[src/rtl/sm_addsub_seq.sv]
// Sign-magnitude add/subtract on one shared adder. Sequence: convert A, convert B, add, convert result back.
// Latency: start accepted at edge k, done pulses k+4..k+5. No backpressure: start is ignored while busy.
module sm_addsub_seq #(
  parameter int WIDTH = 8
) (
  input  logic             clk,
  input  logic             rst_n,
  input  logic             start,
  input  logic             op,
  input  logic [WIDTH-1:0] a,
  input  logic [WIDTH-1:0] b,
  output logic             busy,
  output logic             done,
  output logic [WIDTH-1:0] result,
  output logic             overflow
);

  localparam int MW = WIDTH - 1;
  localparam logic [WIDTH-1:0] MIN_NEG = {1'b1, {MW{1'b0}}};

  typedef enum logic [2:0] {
    S_IDLE,
    S_CONV_A,
    S_CONV_B,
    S_ADD,
    S_CONV_R,
    S_DONE
  } state_t;

  state_t state, state_nxt;

  logic [WIDTH-1:0] opa, opb, sum_q, res_q;
  logic             add_ovf_q, ovf_q;

  logic [WIDTH-1:0] conv_in, add_x, add_y, adder_sum;
  logic             conv_sign, add_cin;

  always_ff @(posedge clk or negedge rst_n) begin
    if (!rst_n) state <= S_IDLE;
    else        state <= state_nxt;
  end

  always_comb begin
    state_nxt = state;
    busy      = 1'b1;
    done      = 1'b0;
    case (state)
      S_IDLE: begin
        busy = 1'b0;
        if (start) state_nxt = S_CONV_A;
      end
      S_CONV_A: state_nxt = S_CONV_B;
      S_CONV_B: state_nxt = S_ADD;
      S_ADD:    state_nxt = S_CONV_R;
      S_CONV_R: state_nxt = S_DONE;
      S_DONE: begin
        done      = 1'b1;
        state_nxt = S_IDLE;
      end
      default: state_nxt = S_IDLE;
    endcase
  end

  // Operand mux for the single adder; a zero magnitude never takes the negate path.
  always_comb begin
    conv_in   = '0;
    conv_sign = 1'b0;
    case (state)
      S_CONV_A: begin
        conv_in   = {1'b0, opa[MW-1:0]};
        conv_sign = opa[WIDTH-1] & (|opa[MW-1:0]);
      end
      S_CONV_B: begin
        conv_in   = {1'b0, opb[MW-1:0]};
        conv_sign = opb[WIDTH-1] & (|opb[MW-1:0]);
      end
      S_CONV_R: begin
        conv_in   = sum_q;
        conv_sign = sum_q[WIDTH-1];
      end
      default: begin
        conv_in   = '0;
        conv_sign = 1'b0;
      end
    endcase

    add_x   = conv_in ^ {WIDTH{conv_sign}};
    add_y   = '0;
    add_cin = conv_sign;
    if (state == S_ADD) begin
      add_x   = opa;
      add_y   = opb;
      add_cin = 1'b0;
    end
  end

  assign adder_sum = add_x + add_y + {{MW{1'b0}}, add_cin};

  always_ff @(posedge clk or negedge rst_n) begin
    if (!rst_n) begin
      opa       <= '0;
      opb       <= '0;
      sum_q     <= '0;
      add_ovf_q <= 1'b0;
      res_q     <= '0;
      ovf_q     <= 1'b0;
    end else begin
      case (state)
        S_IDLE: begin
          if (start) begin
            opa <= a;
            opb <= {b[WIDTH-1] ^ op, b[MW-1:0]};
          end
        end
        S_CONV_A: opa <= adder_sum;
        S_CONV_B: opb <= adder_sum;
        S_ADD: begin
          sum_q     <= adder_sum;
          add_ovf_q <= (opa[WIDTH-1] == opb[WIDTH-1]) &&
                       (adder_sum[WIDTH-1] != opa[WIDTH-1]);
        end
        S_CONV_R: begin
          // The most negative sum has no positive magnitude, so it saturates too.
          if (add_ovf_q || (sum_q == MIN_NEG)) begin
            res_q <= {opa[WIDTH-1], {MW{1'b1}}};
            ovf_q <= 1'b1;
          end else begin
            res_q <= {sum_q[WIDTH-1], adder_sum[MW-1:0]};
            ovf_q <= 1'b0;
          end
        end
        default: ;
      endcase
    end
  end

  assign result   = res_q;
  assign overflow = ovf_q;

endmodule

[config.mk]
export PLATFORM = sky130hd
export DESIGN_NAME = sm_addsub_seq
export DESIGN_NICKNAME = d
export VERILOG_FILES = /design/src/rtl/sm_addsub_seq.sv
export SDC_FILE = /design/constraint.sdc
export NUM_CORES = 1
export LEC_CHECK = 0
export ABC_AREA = 1
export ABC_CLOCK_PERIOD_IN_PS = 7560
export CORE_MARGIN = 10
export CORE_UTILIZATION = 45
export CTS_BUF_LIST = sky130_fd_sc_hd__clkbuf_8 sky130_fd_sc_hd__clkbuf_16
export CTS_CLUSTER_DIAMETER = 30
export DETAILED_ROUTE_END_ITERATION = 10
export HOLD_SLACK_MARGIN = 0.12
export PLACE_DENSITY = 0.79
export SLEW_MARGIN = 40
export SYNTH_ARGS = -nofsm -noshare
export SYNTH_HDL_FRONTEND = slang
export SYNTH_SLANG_ARGS = --single-unit
export TNS_END_PERCENT = 20
[constraint.sdc]
create_clock -name clk -period 7.56 [get_ports clk]
set_clock_uncertainty 0.15 [all_clocks]
set_input_delay 1.512 -clock clk [delete_from_list [all_inputs] [get_ports clk]]
set_output_delay 1.512 -clock clk [all_outputs]
set_load 0.1 [all_outputs]
==> results of run 1 <==
final cells by class:
type,instances,area [µm²]
Fill cell,507,2370
Multi-Input combinational cell,216,1200
Sequential cell,37,926
Timing Repair Buffer,31,250
Inverter,42,158
Tap cell,70,87.6
Clock buffer,5,68.8
Clock inverter,3,13.8
cell usage after synthesis (all sizes together), types with 3 or more instances:
cell	number
o221ai	15
o211ai	3
nor2	40
nand2	75
buf	5
o21bai	3
dfrtp	37
nand4	3
xnor2	4
nand3	14
a21oi	14
xor2	8
inv	42
ha	6
o21ai	21
cells by family (layout without fill, tap and decap cells):
group | Yosys count | count (layout) | synth area share
flip-flops | 37 | 37 | 0.396
adder cells (fa/ha/maj) | 8 | 8 | 0.0493
AND/OR/NAND/NOR | 138 | 138 | 0.262
AO/OA/AOI/OAI | 58 | 58 | 0.159
XOR/XNOR | 12 | 12 | 0.0450
buffers and inverters | 49 | 81 | 0.0884
sequential cells by signal (all words and copies together) (netlist names):
signal	flops
add_ovf_q	1
sum_q	8
opb	8
result	8
opa	8
state	3
overflow	1
routing by layer:
metal,global-route usage,wire length (µm),vias up
li1,-,-,1048
met1,0.192,2740,1002
met2,0.237,2810,75
met3,0.0359,419,14
met4,0.0668,183,0
met5,0,0,-
critical path, delay by kind of cell (launching register included):
family                     cells  cell delay [ps]
and+or+nand+nor                7             1020
adders and majority gates      2              880
AOI/OAI and AO/OA              5              530
DFF                            1              440
buffers and inverters          1              260
xor gates and xnor gates       1              150
cell usage in the layout, fill, tap and decap left out, drive strengths merged, types with 2 or more instances in the layout:
cell type and n:
nand3 14, fa 2, nand2 75, clkinv 2
o221ai 15, inv 43, o211ai 3, xnor2 4
xor2 8, nor3 2, o21ai 21, nand4 3
nor4 2, clkdlybuf4s50 18, buf 13, nor2 40
o21bai 3, dfrtp 37, ha 6, clkbuf 5
a21oi 14
worst min-delay path by stage:
stage	from	to	cells after the start
detailed placement	result[7]	result[7]	2
global route	overflow	overflow	2
floorplan	add_ovf_q	add_ovf_q	2
CTS	result[7]	result[7]	2
finish	result[7]	result[7]	2
global placement	result[7]	result[7]	2
stage by stage:
| stage | worst slack (ps) | cells | utilization | area, µm² | hold slack (ps) |
|---|---|---|---|---|---|
| after detailed placement | 3990 | 396 | 0.517 | 2620 | 329 |
| final | 3980 | 404 | 0.534 | 2710 | 349 |
| after global placement | 3980 | 396 | 0.528 | 2680 | 322 |
| after global routing | 3730 | 404 | 0.534 | 2710 | 384 |
| after CTS | 4010 | 404 | 0.533 | 2710 | 347 |
| after floorplan | 3310 | 302 | - | 2340 | 301 |
==> impl_metrics.csv, run 1 <==
group,metric,value,unit
route,drt-total-wl,6160,µm
synthesis,yosysTopAreaCell,"dfrtp_1",
clock_tree,htree_levels,2,
setup_path,slowest_delay,470,ps
floorplan,die-height,92.1,µm
floorplan,core,5070,µm²
run,drv_cap,0,
sta,finalSetupViolCount,0,
floorplan,dieArea,8470,µm²
worst_hold_path,hold_path.class,"reg2reg",
synthesis,ys.flop_type,"dfrtp_1",
global_routing,grt_util_all_layers,0.151,
setup_path,worst-path-max-fanout,12,
sta,drv_slew,0,
route,first_pass_iters,4,
route,drt_iter0_markers,174,
cells_and_area,diodes,0,
sta,slew_headroom,0.538,
global_routing,grt_pass1_wl,10400,µm
synthesis,ys_seq_area_frac,0.396,
setup_path,cp.arrival,3580,ps
setup_path,rrSetupSlack,3980,ps
floorplan,start_util,0.460,
placed_design,dp_hpwl,4480,µm
global_routing,grt_overflow,0,
clock_tree,postCtsSetupBuffers,0,
setup_path,crit_type,"reg2reg",
setup_path,reg2reg_depth,16,
global_routing,antenna_found_initial,0,
cells_and_area,fin_nets,361,
setup_path,path_cells,"nor2_1 > nand2_2 > inv_2 > nand2_1 > o211ai_1 > xnor2_1 > a21oi_1 > fa_1 > fa_1 > nand3b_1 > nand2_1 > nand2_1 > a21oi_1 > o21ai_0 > nand2_1 > o21ai_0",
setup_path,critPathCapture,"sum_q[6]",
clock_tree,clk_pin_slew_worst_paths,70,ps
global_routing,grt_pass1_vias,2086,
floorplan,io_pins,31,
sta,tightest_slew,691,ps
route,post_drt_wl_per_cell,15.2,µm
synthesis,async_flop_share,1.00,
route,vias,2139,
synthesis,synthCells,302,
synthesis,synth_cell_type_count,34,
synthesis,synthesis.nets,330,
clock_tree,cts_hold_buf,0,
clock_tree,cts_num_sinks,37,
sta,fmax,280,MHz
setup_path,slowest_stage,"fa_1",
sta,final_hold_viol_count,0,
placed_design,gp_congestion,1.01,
synthesis,syn_area,2340,µm²
setup_path,crit-reg2reg-launch,"state[1]",
setup_path,required,7560,ps
clock_tree,numCtsBuffers,5,
cells_and_area,syn2layout_area_growth,15.9,%
synthesis,synth_top_cell_area_share,0.396,
route,via_per_inst,5.29,
floorplan,num_rows,26,
route,ant_nets,0,
setup_path,crit_top_cell,"nand2_1",
setup_path,r2r-end,"sum_q[6]",
synthesis,ys_warn_count,0,
setup_path,endpoint_kind,"register",
sta,setup_tns,0,ps
cells_and_area,drive_gt1_frac,0.0988,
clock_tree,cts_resized,0,
setup_path,crit_start,"state[1]",
route,post-route-drc-count,0,
setup_path,cp-start-kind,"register",
placed_design,io_buffers,30,
synthesis,syn_area_per_cell,7.74,µm²
sta,min_period,3580,ps
run_status,status,"completed",
synthesis,synth_edf_count,0,
synthesis,synthTopCellsByArea,"dfrtp_1 40%, nand2_1 11%, inv_1 6.3%",
sta,finalCritPeriodShare,0.473,
global_routing,grt_max_degree,38,
floorplan,dieWidth,92.1,µm
clock_tree,clk_path_buf_depth,2,
clock_tree,cts_tree,"yes",
sta,rsz0062_at_grt,"false",
clock_tree,cts_root_buffer,"clkbuf_8",
clock_tree,clk_latency,290,ps
synthesis,synth-seq-cells,37,
Power of run 1 is left out: the tool's default activity adds up to more than one toggle a clock period on the data nets, which glitch-free logic cannot reach.
==> inputs of run 2 (changes only) <==
ABC_CLOCK_PERIOD_IN_PS = 3190   (was 7560)
PLACE_DENSITY = 0.82   (was 0.79)
clock period = 3.19 ns   (was 7.56 ns; I/O delays follow)
==> run 2 against run 1 <==
  * Fmax grew 15%
  * Non-clock buffer count is 32 higher
  * Via count up 7.3%
  * Sequential cell count did not move
  * First-iteration DRC count is 9.8% higher
  * Cell area is 13% higher
  * Worst setup slack lost 3900 ps
  * Clock-buffer cell count did not move
  * Hold slack worse by 210 ps
  * Global-route usage up 0.70 points
  * Critical path depth is 1 higher
  * Die area unchanged
==> impl_metrics.csv, run 2 (synthesis gave the netlist of run 1 again) <==
group,metric,value,unit
run_status,status,"completed",
clock_tree,cts_root_buffer,"clkbuf_8",
floorplan,dieArea,8470,µm²
route,post_drt_wl_per_cell,15.6,µm
floorplan,start_util,0.460,
sta,final_hold_viol_count,0,
cells_and_area,diodes,0,
placed_design,gp_congestion,0.944,
floorplan,dieWidth,92.1,µm
route,vias,2295,
cells_and_area,utilization,0.601,
global_routing,grt_max_degree,38,
sta,rsz0062_at_grt,"true",
clock_tree,cts_num_sinks,37,
setup_path,slowest_stage,"dfrtp_1",
sta,min_period,3100,ps
floorplan,num_rows,26,
sta,finalSetupViolCount,0,
setup_path,slowest_delay,420,ps
setup_path,crit-reg2reg-launch,"opb[0]",
setup_path,worst-path-max-fanout,4,
setup_path,rrSetupSlack,90,ps
global_routing,grt_overflow,0,
sta,fin_hold_ws,135,ps
clock_tree,cts_hold_buf,0,
setup_path,cp-start-kind,"register",
route,drt_iter0_markers,191,
sta,drv_slew,0,
setup_path,r2r-end,"sum_q[6]",
placed_design,io_buffers,30,
floorplan,die-height,92.1,µm
sta,finalCritPeriodShare,0.972,
clock_tree,numCtsBuffers,5,
global_routing,grt_pass1_vias,2280,
setup_path,crit_top_cell,"nand2_1",
floorplan,io_pins,31,
pwr,switchingPower,2.00,mW
pwr,p_leak,1.46,nW
pwr,seqPwrFrac,0.225,
sta,slew_headroom,0.497,
setup_path,endpoint_kind,"register",
sta,tightest_slew,752,ps
cells_and_area,layout.cells.most_common,"nand2_1",
worst_hold_path,hold_path.class,"in2async",
route,post-route-drc-count,0,
route,first_pass_iters,5,
setup_path,crit_type,"reg2reg",
clock_tree,clk_pin_slew_worst_paths,70,ps
floorplan,core,5070,µm²
clock_tree,htree_levels,2,
setup_path,critPathCapture,"sum_q[6]",
clock_tree,cts_tree,"yes",
route,via_per_inst,5.26,
global_routing,grt_util_all_layers,0.158,
setup_path,crit_start,"opb[0]",
sta,setup_tns,0,ps
pwr,clock_power_share,0.090,
global_routing,grt_pass1_wl,10800,µm
cells_and_area,drive_gt1_frac,0.221,
pwr,netSwitchingFraction,0.541,
setup_path,cp.arrival,3180,ps
pwr,comb_power_share,0.685,
pwr,power_density,1210,nW/µm²
setup_path,path_cells,"nor2_1 > nand2_1 > o21ai_2 > nand2_4 > nor2_8 > xnor2_1 > a21oi_1 > fa_2 > fa_2 > nand3b_1 > nand2_2 > nand2_1 > nand2_1 > a21oi_1 > nand2_1 > nand2_2 > o21ai_0",
placed_design,dp_hpwl,4900,µm
sta,fmax,323,MHz
setup_path,reg2reg_depth,17,
cells_and_area,syn2layout_area_growth,30.6,%
cells_and_area,fin_nets,393,
cells_and_area,final_cell_mix,"68 x nand2_1, 44 x buf_4, 39 x inv_1",
clock_tree,clk_latency,310,ps
run,drv_cap,0,
global_routing,antenna_found_initial,0,
clock_tree,clk_path_buf_depth,2,
setup_path,required,3270,ps
pwr,peakVddDrop,0.000743,V
pwr,p_int,1.70,mW
cells_and_area,fillers,467,
route,drt-total-wl,6820,µm
route,ant_nets,0,
run 2: worst min path at each step:
stage	to	slack [ps]	depth (start not counted)
global route	opa[2]	160	1
CTS	sum_q[2]	310	1
floorplan	add_ovf_q	190	0
detailed placement	add_ovf_q	340	2
finish	sum_q[1]	140	1
global placement	result[7]	320	2
run 2: timing repair:
item | in CTS | in global routing
pin swaps | 0 | 6
resized for setup | 3 | 17
setup buffers | 3 | 5
gates cloned | 0 | 0
setup endpoints to repair | 3 | 15
run 2: through the flow:
step / std cells / power (mW) / cell area [µm²] / worst slack [ps]
after floorplan: 302 / 2.47 / 2340 / 161
after global placement: 420 / 3.09 / 2840 / 51.0
after detailed placement: 420 / 3.16 / 2840 / -66.0
after CTS: 431 / 3.54 / 2960 / 2.73
after global routing: 436 / 3.95 / 3050 / -68.3
final: 436 / 3.69 / 3050 / 89.9
run 2: metal layers:
metal | share of wire | routed length (µm) | vias up | GRT usage
met3 | 0.072 | 494 | 11 | 0.0489
met1 | 0.42 | 2880 | 1078 | 0.188
li1 | - | - | 1112 | -
met2 | 0.49 | 3320 | 94 | 0.260
met4 | 0.019 | 128 | 0 | 0.0604
met5 | 0 | 0 | - | 0
run 2: power groups by stage:
stage          Clock, mW  Combinational, mW  Sequential, mW
6_report           0.332               2.53           0.832
4_1_cts            0.336               2.39           0.821
3_5_place_dp           0               2.33           0.832
2_1_floorplan          0               1.29            1.18
5_1_grt            0.361               2.74           0.854
3_3_place_gp           0               2.27           0.822
run 2: critical path, delay by kind of cell, from the launching register on:
family / cells / cell delay, ps
AO/OA/AOI/OAI: 4 / 510
XOR/XNOR: 1 / 110
adder cells (fa/ha/maj): 2 / 720
flip-flops: 1 / 420
AND/OR/NAND/NOR: 10 / 1100
run 2: layout make-up:
type                            count  area [µm²]  share of cell area
Multi-Input combinational cell    216        1270               0.416
Sequential cell                    37         927               0.304
Timing Repair Buffer               63         522               0.171
Inverter                           42         160              0.0525
Tap cell                           70        87.6              0.0287
Clock buffer                        5        68.8              0.0226
Clock inverter                      3        17.5             0.00574
Note: power is estimated with default switching activity, not from simulation.
==> inputs of run 3 (changes only) <==
SLEW_MARGIN = 15   (was 40)
==> run 3 against run 2 <==
  * Routed wire length about the same
  * Clock power hardly changed
  * Cell area hardly changed
  * Sequential cell count did not move
  * Global-route usage unchanged
  * Largest power group unchanged
  * Highest routed layer unchanged
==> impl_metrics.csv, run 3 (synthesis gave the netlist of run 1 again) <==
group,metric,value,unit
pwr,p_int,1.69,mW
floorplan,start_util,0.460,
floorplan,num_rows,26,
setup_path,worst-path-max-fanout,4,
placed_design,place_area,2840,µm²
setup_path,r2r-end,"sum_q[6]",
global_routing,grt_pass1_wl,10800,µm
cells_and_area,fin_nets,393,
route,wl_met1,2880,µm
sta,finalSetupViolCount,0,
cells_and_area,utilization,0.601,
placed_design,dp_hpwl,4900,µm
route,first_pass_iters,5,
clock_tree,clk_path_buf_depth,2,
cells_and_area,syn2layout_area_growth,30.5,%
pwr,clock_power_share,0.090,
pwr,power_density,1210,nW/µm²
route,highest_layer,"met4",
floorplan,dieArea,8470,µm²
route,post_drt_wl_per_cell,15.6,µm
cells_and_area,layout.cells.most_common,"nand2_1",
global_routing,grt_util_all_layers,0.158,
cells_and_area,final_cell_mix,"68 x nand2_1, 43 x buf_4, 39 x inv_1",
sta,fmax,323,MHz
sta,drv_slew,0,
route,via_per_inst,5.27,
global_routing,grt_overflow,0,
sta,finalCritPeriodShare,0.972,
sta,slew_headroom,0.453,
setup_path,cp.arrival,3180,ps
clock_tree,cts_hold_buf,0,
setup_path,required,3270,ps
pwr,seqPwrFrac,0.225,
clock_tree,cts_num_sinks,37,
route,wl_met3,494,µm
floorplan,core,5070,µm²
floorplan,die-height,92.1,µm
clock_tree,htree_levels,2,
global_routing,grt_pass1_vias,2280,
floorplan,dieWidth,92.1,µm
placed_design,io_buffers,30,
floorplan,io_pins,31,
setup_path,crit-reg2reg-launch,"opb[0]",
pwr,peakVddDrop,0.000743,V
run,drv_cap,0,
cells_and_area,fin_area,3050,µm²
sta,min_period,3100,ps
setup_path,endpoint_kind,"register",
route,vias,2296,
route,wl_met2,3320,µm
clock_tree,numCtsBuffers,5,
worst_hold_path,hold_path.class,"in2async",
setup_path,rrSetupSlack,90,ps
sta,tightest_slew,820,ps
pwr,comb_power_share,0.685,
pwr,netSwitchingFraction,0.541,
global_routing,grt_max_degree,38,
route,drt_iter0_markers,191,
global_routing,antenna_found_initial,0,
run_status,status,"completed",
route,post-route-drc-count,0,
cells_and_area,drive_gt1_frac,0.221,
sta,final_hold_viol_count,0,
route,ant_nets,0,
clock_tree,clk_latency,310,ps
setup_path,reg2reg_depth,17,
clock_tree,cts_root_buffer,"clkbuf_8",
pwr,fin_total_pwr,3.69,mW
clock_tree,clk_pin_slew_worst_paths,70,ps
placed_design,gp_congestion,0.944,
setup_path,cp-start-kind,"register",
clock_tree,cts_tree,"yes",
cells_and_area,diodes,0,
pwr,p_leak,1.45,nW
setup_path,crit_type,"reg2reg",
pwr,switchingPower,2.00,mW
sta,rsz0062_at_grt,"true",
route,drt-total-wl,6820,µm
[run 3: cell types whose count changed in the layout (fill, tap and decap cells not counted)]
cell / delta
buf_2: +1
buf_4: -1
[run 3: critical path, stage by stage, from the launching register on]
cell      delay, ps
dfrtp_1         420
nor2_1          140
nand2_1         100
o21ai_2         210
nand2_4          90
nor2_8          100
xnor2_1         110
a21oi_1          80
fa_2            380
fa_2            340
nand3b_1        180
nand2_2          90
nand2_1         100
nand2_1         110
a21oi_1          70
nand2_1         100
nand2_2          90
o21ai_0         150
[run 3: per-stage QoR]
step	TNS, ps	worst slack, ps	hold WS [ps]	instances
global route	-290	-68.3	329	436
detailed placement	-114	-66.0	338	420
finish	0	89.9	276	436
global placement	0	51.0	318	420
CTS	0	2.73	308	431
floorplan	0	161	192	302
[run 3: how the worst max path moves through the flow]
stage                     slack [ps]         to  cells after the start     start
final                             90   sum_q[6]                     17    opb[0]
after global routing             -70  result[5]                     17    opb[0]
after CTS                          3  result[6]                     18    opa[0]
after detailed placement         -70  result[6]                     17  state[0]
after global placement            50  result[6]                     17  state[0]
after floorplan                  160   sum_q[6]                     15  state[1]
[run 3: what timing repair did]
action	CTS	global route
pin swaps	0	6
gates resized for setup	3	17
setup buffers	3	5
endpoints found under the setup margin	3	15
[run 3: area by class of cell]
type / instances / area [µm²]
clock buffers: 5 / 68.8
clock inverters: 3 / 17.5
fillers: 467 / 2030
inverters: 42 / 160
multi-input cells: 216 / 1270
flip-flops and latches: 37 / 927
well taps: 70 / 87.6
repair buffers: 63 / 519
[run 3: power by group through the flow]
stage	logic, mW	registers (mW)	clock network, mW
global placement	2.27	0.822	0
global route	2.73	0.854	0.361
floorplan	1.29	1.18	0
detailed placement	2.33	0.832	0
finish	2.53	0.832	0.332
CTS	2.39	0.821	0.336
[run 3: per-layer routing]
| metal | global-route usage | up-vias |
|---|---|---|
| met1 | 0.188 | 1079 |
| li1 | - | 1112 |
| met3 | 0.0489 | 11 |
| met4 | 0.0604 | 0 |
| met5 | 0 | - |
| met2 | 0.260 | 94 |
